## config.mk

```make
export PLATFORM = sky130hd
export DESIGN_NAME = mem_arbiter
export DESIGN_NICKNAME = d
export VERILOG_FILES = /design/src/rtl/mem_arbiter.sv
export SDC_FILE = /design/constraint.sdc
export NUM_CORES = 1
export LEC_CHECK = 0
export ABC_AREA = 1
export ABC_CLOCK_PERIOD_IN_PS = 3100
export BUFFER_PORTS_ARGS = -buffer_cell sky130_fd_sc_hd__buf_2
export CAP_MARGIN = 20
export CORE_AREA = 2 2 94 96
export DETAILED_ROUTE_END_ITERATION = 12
export DIE_AREA = 0 0 96 98
export PLACE_DENSITY = 0.62
export SYNTH_ARGS = -nofsm -noshare
export SYNTH_HDL_FRONTEND = slang
export SYNTH_SLANG_ARGS = --single-unit
export TNS_END_PERCENT = 20
```

## constraint.sdc

```tcl
create_clock -name clk_i -period 3.1 [get_ports clk_i]
set_input_delay 0.62 -clock clk_i [delete_from_list [all_inputs] [get_ports clk_i]]
set_output_delay 0.62 -clock clk_i [all_outputs]
set_load 0.05 [all_outputs]
```

## src/rtl/mem_arbiter.sv

```systemverilog
// mem_arbiter: round-robin arbiter sharing one memory port between two req/gnt requesters.
// Define MEM_ARB_PERF_EN to add per-requester saturating stall counters.
module mem_arbiter #(
  parameter int WIDTH      = 32,
  parameter int DEPTH      = 256,
  parameter int ADDR_WIDTH = $clog2(DEPTH)
) (
  input  logic                  clk_i,
  input  logic                  rst_ni,
  input  logic                  m0_req_i,
  input  logic                  m0_we_i,
  input  logic [ADDR_WIDTH-1:0] m0_addr_i,
  input  logic [WIDTH-1:0]      m0_wdata_i,
  input  logic [WIDTH/8-1:0]    m0_be_i,
  output logic                  m0_gnt_o,
  output logic                  m0_rvalid_o,
  output logic [WIDTH-1:0]      m0_rdata_o,
  input  logic                  m1_req_i,
  input  logic                  m1_we_i,
  input  logic [ADDR_WIDTH-1:0] m1_addr_i,
  input  logic [WIDTH-1:0]      m1_wdata_i,
  input  logic [WIDTH/8-1:0]    m1_be_i,
  output logic                  m1_gnt_o,
  output logic                  m1_rvalid_o,
  output logic [WIDTH-1:0]      m1_rdata_o,
`ifdef MEM_ARB_PERF_EN
  output logic [31:0]           m0_stall_cnt_o,
  output logic [31:0]           m1_stall_cnt_o,
`endif
  output logic                  mem_en_o,
  output logic                  mem_we_o,
  output logic [ADDR_WIDTH-1:0] mem_addr_o,
  output logic [WIDTH-1:0]      mem_wdata_o,
  output logic [WIDTH/8-1:0]    mem_be_o,
  input  logic [WIDTH-1:0]      mem_rdata_i
);
  logic last_q, last_d;
  logic rsp_valid_q, rsp_valid_d;
  logic rsp_id_q, rsp_id_d;
  logic rsp_we_q, rsp_we_d;
  // last_q names the previous winner; the other requester wins a conflict
  always_comb begin
    m0_gnt_o    = rst_ni & m0_req_i & (~m1_req_i | last_q);
    m1_gnt_o    = rst_ni & m1_req_i & (~m0_req_i | ~last_q);
    mem_en_o    = m0_gnt_o | m1_gnt_o;
    mem_we_o    = m0_gnt_o ? m0_we_i    : m1_gnt_o ? m1_we_i    : 1'b0;
    mem_addr_o  = m0_gnt_o ? m0_addr_i  : m1_gnt_o ? m1_addr_i  : '0;
    mem_wdata_o = m0_gnt_o ? m0_wdata_i : m1_gnt_o ? m1_wdata_i : '0;
    mem_be_o    = m0_gnt_o ? m0_be_i    : m1_gnt_o ? m1_be_i    : '0;
    last_d      = m0_gnt_o ? 1'b0 : m1_gnt_o ? 1'b1 : last_q;
    rsp_valid_d = mem_en_o;
    rsp_id_d    = m1_gnt_o;
    rsp_we_d    = mem_we_o;
    m0_rvalid_o = rsp_valid_q & ~rsp_id_q;
    m1_rvalid_o = rsp_valid_q & rsp_id_q;
    m0_rdata_o  = (m0_rvalid_o & ~rsp_we_q) ? mem_rdata_i : '0;
    m1_rdata_o  = (m1_rvalid_o & ~rsp_we_q) ? mem_rdata_i : '0;
  end
  always_ff @(posedge clk_i or negedge rst_ni) begin
    if (!rst_ni) begin
      last_q      <= 1'b1;
      rsp_valid_q <= 1'b0;
      rsp_id_q    <= 1'b0;
      rsp_we_q    <= 1'b0;
    end else begin
      last_q      <= last_d;
      rsp_valid_q <= rsp_valid_d;
      rsp_id_q    <= rsp_id_d;
      rsp_we_q    <= rsp_we_d;
    end
  end
`ifdef MEM_ARB_PERF_EN
  logic [31:0] stall0_q, stall0_d, stall1_q, stall1_d;
  always_comb begin
    stall0_d = (m0_req_i & ~m0_gnt_o & (stall0_q != '1)) ? stall0_q + 32'd1 : stall0_q;
    stall1_d = (m1_req_i & ~m1_gnt_o & (stall1_q != '1)) ? stall1_q + 32'd1 : stall1_q;
  end
  always_ff @(posedge clk_i or negedge rst_ni) begin
    if (!rst_ni) begin
      stall0_q <= '0;
      stall1_q <= '0;
    end else begin
      stall0_q <= stall0_d;
      stall1_q <= stall1_d;
    end
  end
  assign m0_stall_cnt_o = stall0_q;
  assign m1_stall_cnt_o = stall1_q;
`endif
endmodule

```

==> results of run 1 <==
[placed cells by master, fill, tap and decap left out, drive strengths merged]
| master | instances |
|---|---|
| buf | 243 |
| nand3 | 91 |
| nor2 | 65 |
| nand2 | 55 |
| inv | 39 |
| clkbuf | 4 |
| dfrtp | 3 |
| a21oi | 1 |
| dfstp | 1 |
[through the flow]
| step | worst slack, ps | std cells |
|---|---|---|
| floorplan | 604.6 | 277 |
| global placement | 549.8 | 606 |
| detailed placement | 496.1 | 606 |
| CTS | 476.9 | 610 |
| global route | 335.0 | 610 |
| finish | 515.0 | 610 |
[path summary, 6_finish.rpt]
check | from | end | cells past startpoint | slack (ps)
setup / recovery | rst_ni | mem_wdata_o[17] | 7 | 520
hold / removal | rst_ni | rsp_valid_q | 1 | 220
setup reg to reg | last_q | rsp_we_q | 4 | 1710
hold reg to reg | last_q | last_q | 2 | 500
max in group asynchronous | rst_ni | last_q | 1 | 2650
min in group clk_i | last_q | last_q | 2 | 500
[state kept, by name (all words and copies together) (netlist names)]
register / flops
last_q: 1
rsp_id_q: 1
rsp_valid_q: 1
rsp_we_q: 1
[power by group]
| part | total, mW | switching [mW] | internal, mW |
|---|---|---|---|
| Combinational | 0.618 | 0.465 | 0.153 |
| Sequential | 0.0613 | 0.00302 | 0.0583 |
| Clock | 0.115 | 0.0268 | 0.0878 |
[cell type report]
class                      count  area [um2]  share of cell area [%]
clock buffer                   4       45.04                   1.742
inverter                      39       148.9                   5.760
multi-input combinational    212       928.4                   35.91
sequential                     4       101.3                   3.921
tap                          108       135.1                   5.228
timing repair buffer         243        1226                   47.43
[metal layers]
layer | global-route usage [%] | up-vias | wire (um)
li1 | - | 1314 | -
met1 | 12.07 | 1095 | 2302
met2 | 25.16 | 153 | 3421
met3 | 2.160 | 6 | 658
met4 | 2.308 | 0 | 36
met5 | 0 | - | 0
[worst reg2reg max path: cells and delay by family (launching register included)]
| family | cells | cell delay [ps] |
|---|---|---|
| buffers and inverters | 1 | 50 |
| DFF | 1 | 550 |
| and+or+nand+nor | 3 | 720 |
[Yosys cell counts]
| library cell | number |
|---|---|
| nand3_1 | 91 |
| nor2_2 | 1 |
| buf_6 | 21 |
| nand2_1 | 49 |
| inv_4 | 1 |
| a21oi_1 | 1 |
| nand2_2 | 6 |
| inv_2 | 2 |
| nor2_1 | 64 |
| inv_1 | 36 |
| dfrtp_1 | 3 |
| dfstp_2 | 1 |
| clkbuf_8 | 1 |
[cells by family (layout without fill, tap and decap cells)]
logic type             after synthesis  in the layout  share of synthesized area, %
AOI/OAI and AO/OA                    1              1                        0.3499
buffers and inverters               61            286                         27.93
DFF                                  4              4                         7.093
and+or+nand+nor                    211            211                         64.62
==> impl_summary.md, run 1 <==
Floorplan
The die is 96 um wide. The initial core utilization is 16.88%. The overall die height is 98 um. After floorplanning, the core was sized to cover 8466 um2. The area of the die is 9408 um2. 240 I/O pins were placed. After floorplanning, the core was divided into 34 placement rows.

Place
After legalization and detailed placement, the total HPWL measured 5.431 mm. In this run the cell area measured after placement is 2540 um2. The count of buffers added on input and output ports is 239. Routability-driven placement finished with a final weighted congestion of 0.7246.

Critical path
The critical setup path kind is in -> out. The family of cells with the greatest summed delay on the critical path is buffers and inverters. Traced cell by cell, the critical path runs through buf_2 > nand2_2 > inv_2 > buf_4 > nand3_1 > nand2_1 > buf_2. Data on the critical path is required at its endpoint by 2480 ps. The cell repeated most along the worst path is buf_2.

The sort of element at the start of the critical path is an input pin. The slowest cell on the critical path is inv_2. The arrival time of data at the critical path endpoint is 1960 ps.

The capturing element type of the critical path is an output pin. The critical path contains buffers and inverters numbering 4 combined. On the worst path, the slowest cell contributes a delay of 370 ps. The maximum fanout along the worst path is 32.

Yosys
The top cell type by area accounts for 31.87% of the synthesized area. The count of different cell masters after synthesis is 13. The flip-flop and latch count after synthesis is 4. A synthesized cell averages 5.158 um2. Summing every instance area after synthesis gives 1429 um2. The sequential share of the synthesized area is 7.093%. The total number of yosys warnings is 0.

Summed over all instances, the cell type with the most area after synthesis is nand3_1. The number of nets handed over by synthesis was 403. In the post-synthesis netlist, the biggest area contributors are nand3_1 32%, nor2_1 17%, buf_6 17%. The instance count of the mapped netlist is 277.

CTS
Clock-pin slew was measured on the worst setup and hold paths at 30 ps. The number of hold buffers added after CTS is 0. TritonCTS built the clock tree. The cell at the root of the clock tree is clkbuf_8. Clock latency on the worst-skew pair, taken at its later pin, is 220 ps. The number of gates resized after CTS is 0. The number of H-tree levels is 1. The maximum buffer depth of the clock tree is 2. The number of buffers inserted to repair setup after CTS is 0.

The total CTS buffers is 3. The tree built by TritonCTS fans out to 4 sinks.

STA
For the final routed database, the setup TNS stands at 0 ps. The worst clock skew on the final layout is 3.648 ps. Setup repair after global routing left no endpoint under its margin. The number of pins exceeding their max-slew limit in the final report is 0.

Based on the critical path, the design can be clocked at up to 0.3869 GHz. Setup violations remaining at the end of the flow were counted as 0. The number of failing hold endpoints at the final stage is 0.

The routed design could run at a clock period as short as 2585 ps. The worst slew margin relative to its limit is 60.75%. For the pin with the worst max-slew slack, the measured transition is 586.7 ps. The worst hold margin is 222.0 ps. After layout, the worst path uses 83.39% of the clock period.

Drt
Dividing the detail-routed wire length by the instance count gives 10.52 um. The first detailed-routing pass ran for 4 iterations. The remaining number of nets flagged by the antenna check after routing is 0. The final layout contains routed wiring with a total length of 6.420 mm. The detailed-route vias per instance is 4.210. After detailed routing, the number of remaining DRC violations is 0. The violation count after the first detailed-routing iteration is 56. The routed via count is 2,568.

GRT
Entering global routing, the biggest net connects 47 pins. The number of global-route vias before repair came to 2,191. The wire length of the first global-routing pass is 9.439 mm.

For this run, the total global-route usage over all layers was measured as 12.16%. For this run the aggregate overflow at the end of global routing stands at 0. The initial antenna violation count is 0.

Layout
The number of antenna diodes in the final layout is 0. The net count of the finished layout is 629. Of the cells placed in the final design, the portion with a size suffix greater than 1 is 51.20%. The number of fill cells is 934. The post-synthesis to final-layout area growth is 80.91%. Measured on the finished design, the core utilization comes to 30.54%. Summing all non-filler instances in the final layout gives an area of 2585 um2.

Pwr
The worst-case vdd ir drop is 0.00009560 V. In this run the power density over the cells is 306.9 nW/um2. After layout, the design draws a total of 0.7935 mW. The static leakage is 1.920 nW.

Status
The run finished with clean final reports.

Run
Across the run, the number of max-cap violations was 0.

Min path
The tightest min-delay check is of the in -> async type.
(Power assumes the default switching activity.)
==> run 2, diff against run 1 <==
--- a/config.mk
+++ b/config.mk
@@ -6,7 +6,7 @@
 export NUM_CORES = 1
 export LEC_CHECK = 0
 export ABC_AREA = 1
-export ABC_CLOCK_PERIOD_IN_PS = 3100
+export ABC_CLOCK_PERIOD_IN_PS = 2500
 export BUFFER_PORTS_ARGS = -buffer_cell sky130_fd_sc_hd__buf_2
 export CAP_MARGIN = 20
 export CORE_AREA = 2 2 94 96
==> constraint.sdc (replaced) <==
create_clock -name clk_i -period 2.5 [get_ports clk_i]
set_input_delay 0.5 -clock clk_i [delete_from_list [all_inputs] [get_ports clk_i]]
set_output_delay 0.5 -clock clk_i [all_outputs]
set_load 0.05 [all_outputs]
==> run 2 against run 1 <==
  * Worst hold slack got worse by 120 ps
  * Critical path type is now reg -> out
  * Sequential power increased by 24%
  * Highest routed layer is now met5
  * Final area is 1.1% higher
  * Final cell count grew 0.33%
  * Count of clock-buffer cells in the layout is the same
==> impl_summary.md, run 2 (synthesis gave the netlist of run 1 again) <==
Status
The flow ran to the end, and the final reports show no timing, DRC or antenna violations.

CTS
The maximum buffer depth of the clock tree came to 2 (unchanged). The cell at the root of the clock tree is clkbuf_8. The register clock-pin slew on the reported worst setup and hold paths is 30 ps (about the same). The number of gates resized after CTS is 0 (unchanged). The number of buffers inserted to repair setup after CTS is 0 (unchanged). TritonCTS built the clock tree.

The total CTS buffers came to 3 (unchanged). The number of hold buffers added after CTS is 0 (unchanged). The number of H-tree levels is 1 (unchanged). The insertion delay to the later sink of the worst-skew pair came to 220 ps (about the same). The number of sinks handled by clock tree synthesis was 4 (unchanged).

Pwr
The static leakage was 1.936 nW (+0.85%). The power per cell area came to 380.0 nW/um2 (+24%). The net switching power is 0.6165 mW (+25%). The sequential group share of total power is 7.7% (about the same). The portion of total power attributed to combinational logic is 78.0% (+0.2 points).

The worst-case vdd ir drop is 0.00009639 V (+0.83%). The net switching fraction of the power is 62.10% (-0.26 points). The relative contribution of the clock network to total power is 14.4% (about the same).

The cell internal power dissipation was 0.3763 mW (+26%).

Critical path
The arrival time of data at the critical path endpoint is 1850 ps (-110 ps). The slowest cell on the critical path is dfstp_2. The worst path buffer plus inverter count was 3 (-1). The sort of element at the start of the critical path is a flip-flop. The capturing element type of the critical path is an output pin. The critical path goes through inv_2 > nand2_2 > buf_4 > nand3_1 > nand2_1 > buf_2.

The critical path is of the reg -> out type. The maximum fanout along the worst path is 23 (-28%). The largest incremental delay on the critical path was 550 ps (+180 ps). The cell family contributing the most delay on the critical path is buffers and inverters. The data required time at the worst endpoint is 2000 ps (-480 ps).

Drt
The detailed-route vias per instance came to 4.230 (+0.49%). The violation count after the first detailed-routing iteration is 60 (+7.1%). The number of design rule violations left after detail routing is 0 (unchanged). The detailed-route wire length per cell is 10.73 um (+2.0%). The routed via count was 2,589 (+0.82%).

The remaining number of nets flagged by the antenna check after routing is 0 (unchanged). The number of detailed-route iterations in the first pass came to 4 (unchanged). The wire length reported by the detailed router came to 6.569 mm (+2.3%).

Min path
The worst hold-check path type is in -> async.

STA
The post-route fraction of the period consumed by the critical path is 94.14%. The worst slew margin relative to its limit is 62.99% (+2.2 points). The total setup violations reported at the end of the flow is 0 (unchanged). The smallest clock period supported by the final layout is computed as 2353 ps. The sum of negative setup slack is 0 ps (unchanged).

The number of failing hold endpoints at the final stage is 0 (unchanged). Setup repair after global routing left no endpoint under its margin. The pin slew with the least headroom to its limit is 553.2 ps (-33.48 ps). The number of pins exceeding their max-slew limit in the final report is 0 (unchanged).

For this run, the top clock speed supported by timing is 0.4249 GHz. The worst clock skew on the final layout is 3.321 ps (-0.3263 ps).

GRT
The initial antenna violation count is 1 (+1). The total grt overflow is 0 (unchanged). The number of global-route vias before repair is 2,262 (+3.2%). The largest net degree at the start of global routing is 38 (-19%). The wire length of the first global-routing pass was 9.570 mm (+1.4%). The global routing usage summed across all routing layers is 12.52% (+0.36 points).

Place
The detailed placement HPWL was 5.628 mm (+3.6%). The post-placement cell count is 608 (+0.33%). The global placement routability congestion is 0.7439 (+2.7%). The count of input and output buffers is 239 (unchanged).

Layout
The count of placed standard cells in the final layout, fillers left out is 612 (+0.33%). The number of fill cells is 963 (+3.1%). The area of the multi-input gates is 928.4 um2 (unchanged). The fraction of layout cells with a size suffix above 1 is 51.39% (+0.19 points). The final antenna diode count came to 0 (unchanged). The post-synthesis to final-layout area growth is 82.84%. The sequential cell area is 101.3 um2 (unchanged).

The library cells used most frequently in the layout, excluding fill and tap cells, are 239 x buf_2, 91 x nand3_1, 64 x nor2_1. The net count of the finished layout is 631 (+0.32%). The library cell used most frequently in the layout, excluding fill and tap cells, is buf_2.

Run
The max-cap violation count is 0 (unchanged).

Floorplan
The initial core utilization was 16.88% (unchanged). The I/O pin total is 240 (unchanged). The area of the die came to 9408 um2 (unchanged). The core area is 8466 um2 (unchanged). The width of the die is 96 um (unchanged). The overall die height came to 98 um (unchanged). The count of standard-cell rows is 34 (unchanged).
==> run 2: per-layer routing <==
metal | global-route usage, % | up-vias | part of all wire, %
li1 | - | 1316 | -
met1 | 11.37 | 1120 | 34
met2 | 26.39 | 147 | 54
met3 | 2.932 | 4 | 11
met4 | 2.857 | 2 | 0.50
met5 | 0 | - | 0.17
==> run 2: stage by stage <==
stage	hold slack, ps	area [um2]	power [mW]	util, %	worst slack (ps)
floorplan	204.4	1429	0.6610	-	124.6
global placement	327.3	2567	0.8508	30.33	328.0
detailed placement	328.8	2567	0.8579	30.33	269.4
CTS	97.58	2613	1.007	30.86	116.6
global route	102.5	2613	1.062	30.86	15.05
finish	101.2	2613	0.9928	30.86	146.5
==> run 2: power by group through the flow <==
stage	Combinational, mW	Sequential, mW	Clock (mW)
4_1_cts	0.782	0.0759	0.149
2_1_floorplan	0.585	0.0761	0
5_1_grt	0.829	0.0766	0.156
3_5_place_dp	0.782	0.0764	0
3_3_place_gp	0.774	0.0767	0
6_report	0.774	0.0760	0.143
==> run 2: worst paths after layout <==
| check | start | end | slack (ps) | depth (start not counted) |
|---|---|---|---|---|
| max | last_q | mem_wdata_o[16] | 150 | 6 |
| min in group clk_i | last_q | last_q | 510 | 2 |
| min | rst_ni | rsp_valid_q | 100 | 1 |
| max reg2reg | last_q | rsp_we_q | 1240 | 4 |
| min reg2reg | last_q | last_q | 510 | 2 |
| max in group asynchronous | rst_ni | last_q | 2180 | 1 |
==> run 2: layout make-up <==
cell class	count	area share (%)
Sequential cell	4	3.879
Inverter	39	5.699
Clock buffer	4	1.724
Tap cell	108	5.172
Timing Repair Buffer	245	47.99
Multi-Input combinational cell	212	35.54
==> run 2: worst register-to-register path, stage by stage, from the launching register on <==
cell     delay [ps]
dfstp_2         550
inv_2            50
nand2_2         320
nand3_1         150
nand2_1         120
==> run 3, diff against run 2 <==
==> constraint.sdc (replaced) <==
create_clock -name clk_i -period 2.5 [get_ports clk_i]
set_input_delay 0.125 -clock clk_i [delete_from_list [all_inputs] [get_ports clk_i]]
set_output_delay 0.125 -clock clk_i [all_outputs]
set_load 0.05 [all_outputs]
==> run 3 against run 2 <==
  * Core utilization decreased by 0.47 points
  * Largest power group unchanged
  * Combinational power down 1%
  * Via count down 0.19%
  * Flip-flop and latch count did not move
  * Non-clock buffer count fell by 4
  * Final cell count decreased by 0.65%
  * Clock power about the same
  * Critical path type is now in -> out
  * Sequential power rose by 0.5%
==> impl_summary.md, run 3 (synthesis gave the netlist of run 1 again) <==
Critical path
The instance count on the critical path came to 7 (+1). The capturing element type of the critical path is an output pin. The sort of element at the start of the critical path is an input pin. The startpoint of the most critical register-to-register path is last_q. Tracing the worst setup path back leads to its startpoint at rst_ni. The endpoint of the most critical setup path is mem_addr_o[1]. The critical path goes through dlygate4sd3_1 > buf_2 > nand2_2 > inv_2 > nand3_1 > nand2_1 > buf_2. The data required time at the worst endpoint came to 2380 ps (+380 ps). The slowest cell on the critical path is dlygate4sd3_1. The most numerous cell type found on the critical path is buf_2.

The depth of the most critical reg-to-reg path was 3 (-1). The arrival time of data at the critical path endpoint is 2040 ps (+190 ps). The maximum fanout along the worst path is 45 (+96%).

The setup slack of the worst register-to-register path is 930 ps (-310 ps). The worst path buffer plus inverter count is 4 (+1). The largest incremental delay on the critical path came to 530 ps (-20 ps). The family of cells with the greatest summed delay on the critical path is buffers and inverters.

In this run the critical register-to-register path is captured at rsp_we_q. The worst setup path is of the in -> out kind.

Pwr
The static leakage is 1.910 nW (-1.3%). The sequential group share of total power is 7.7% (about the same). The worst-case vdd ir drop was 0.0001169 V (+21%). The relative contribution of the clock network to total power is 14.8% (+0.4 points). The net switching power is 0.6191 mW (+0.42%). The cell internal power dissipation is 0.3674 mW (-2.4%).

The net switching fraction of the power is 62.76% (+0.66 points). The portion of total power attributed to combinational logic came to 77.5% (-0.5 points). The power per cell area came to 383.5 nW/um2 (+0.91%). The overall power is 0.9865 mW (-0.64%).

Drt
The wire length reported by the detailed router is 6.484 mm (-1.3%). The violation count after the first detailed-routing iteration is 69 (+15%). The detailed-route vias per instance was 4.250 (+0.46%). The number of detailed-route iterations in the first pass is 4 (unchanged). The remaining number of nets flagged by the antenna check after routing is 0 (unchanged). The detailed-route wire length per cell is 10.66 um (-0.64%). The number of design rule violations left after detail routing was 0 (unchanged).

The routed via count came to 2,584 (-0.19%).

CTS
The total CTS buffers is 3 (unchanged). The maximum buffer depth of the clock tree is 2 (unchanged). The root buffer cell chosen for the clock tree is clkbuf_8. The register clock-pin slew on the reported worst setup and hold paths is 30 ps (about the same). The number of H-tree levels is 1 (unchanged). The number of buffers inserted to repair setup after CTS came to 0 (unchanged).

The insertion delay to the later sink of the worst-skew pair is 220 ps (about the same). The number of sinks handled by clock tree synthesis came to 4 (unchanged). The TritonCTS clock tree is yes.

Floorplan
The overall die height is 98 um (unchanged). The count of standard-cell rows is 34 (unchanged). The area of the die came to 9408 um2 (unchanged). The width of the die is 96 um (unchanged).

The core area is 8466 um2 (unchanged). The I/O pin total came to 240 (unchanged). The initial core utilization is 16.88% (unchanged).

GRT
The largest net degree at the start of global routing is 47 (+24%). The initial antenna violation count is 0 (-1). The wire length of the first global-routing pass is 9.473 mm (-1.0%). The total grt overflow is 0 (unchanged). The global routing usage summed across all routing layers is 12.42% (-0.11 points). The number of global-route vias before repair is 2,253 (-0.40%).

Layout
The net count of the finished layout is 627 (-0.63%). The library cell used most frequently in the layout, excluding fill and tap cells, is buf_2. The count of placed standard cells in the final layout, fillers left out is 608 (-0.65%). In the layout the commonest cells are 239 x buf_2, 91 x nand3_1, 64 x nor2_1.

The fraction of layout cells with a size suffix above 1 is 50.80% (-0.59 points). The final instance area is 2572 um2 (-1.5%). The final antenna diode count is 0 (unchanged).

The post-synthesis to final-layout area growth is 80.04%.

STA
The worst clock skew on the final layout is 1.815 ps (-1.506 ps). The sum of negative setup slack was 0 ps (unchanged). Setup repair after global routing left no endpoint under its margin. The pin slew with the least headroom to its limit is 837.4 ps (+284.1 ps). The number of failing hold endpoints at the final stage is 0 (unchanged). The worst slew margin relative to its limit is 43.98% (-19 points). The achievable frequency is 0.4626 GHz (+8.9%). The total setup violations reported at the end of the flow is 0 (unchanged). The minimum clock period after layout is 2162 ps (-191.6 ps).

The post-route fraction of the period consumed by the critical path is 86.47% (-7.7 points). The worst hold margin is 165.0 ps (+63.83 ps). The number of pins exceeding their max-slew limit in the final report is 0 (unchanged).

Run
The max-cap violation count is 0 (unchanged).

Place
The detailed placement HPWL came to 5.344 mm (-5.1%). The global placement routability congestion was 0.6966 (-6.4%). The count of input and output buffers came to 239 (unchanged). The instance area at placement was 2517 um2 (-1.9%). The post-placement cell count is 603 (-0.82%).

Min path
The worst hold-check path type is in -> reg. In this run the most critical hold path is launched from m0_we_i.

Status
The flow ran to the end, and the final reports show no timing, DRC or antenna violations.
==> run 3: changes by cell type in the layout (fill, tap and decap cells not counted), sizes merged <==
cell	change
buf	-5
dlygate4sd3	+1
==> run 3: final cells by class <==
type                    count  area (um2)
fillers                   957        5893
repair buffers            241        1214
multi-input cells         212       928.4
inverters                  39       148.9
well taps                 108       135.1
flip-flops and latches      4       101.3
clock buffers               4       45.04
==> run 3: power groups by stage <==
| stage | registers (mW) | logic, mW | clock network [mW] |
|---|---|---|---|
| floorplan | 0.0761 | 0.585 | 0 |
| global placement | 0.0763 | 0.759 | 0 |
| detailed placement | 0.0769 | 0.768 | 0 |
| CTS | 0.0765 | 0.770 | 0.151 |
| global route | 0.0773 | 0.820 | 0.155 |
| finish | 0.0764 | 0.764 | 0.146 |
==> run 3: per-stage QoR <==
step                utilization, %  setup slack, ps
detailed placement           29.74            556.7
floorplan                        -            499.6
finish                       30.39            338.1
global route                 30.39            178.5
global placement             29.74            644.5
CTS                          30.39            304.6
==> run 3: metal layers <==
layer	routed length [um]	vias to the layer above	global-route usage, %
met2	3307	155	24.41
met1	2476	1110	12.82
li1	-	1310	-
met4	136	0	5.275
met5	0	-	0
met3	564	9	1.157
==> run 3: timing repair <==
action                     4_1_cts  5_1_grt
setup endpoints to repair        0        0
hold endpoints to repair         4        0
hold buffers                     1        0
resized for setup                0        0
==> run 3: worst min path at each step <==
stage | end | slack, ps | depth (start not counted)
detailed placement | rsp_id_q | -40 | 1
global route | rsp_we_q | 210 | 3
global placement | rsp_id_q | -40 | 1
CTS | rsp_we_q | 170 | 3
finish | rsp_we_q | 170 | 3
floorplan | rsp_id_q | -170 | 0
==> run 3: worst min-delay path: stages <==
cell,delay (ps)
buf_2,70
nand3_1,70
nand2_1,80
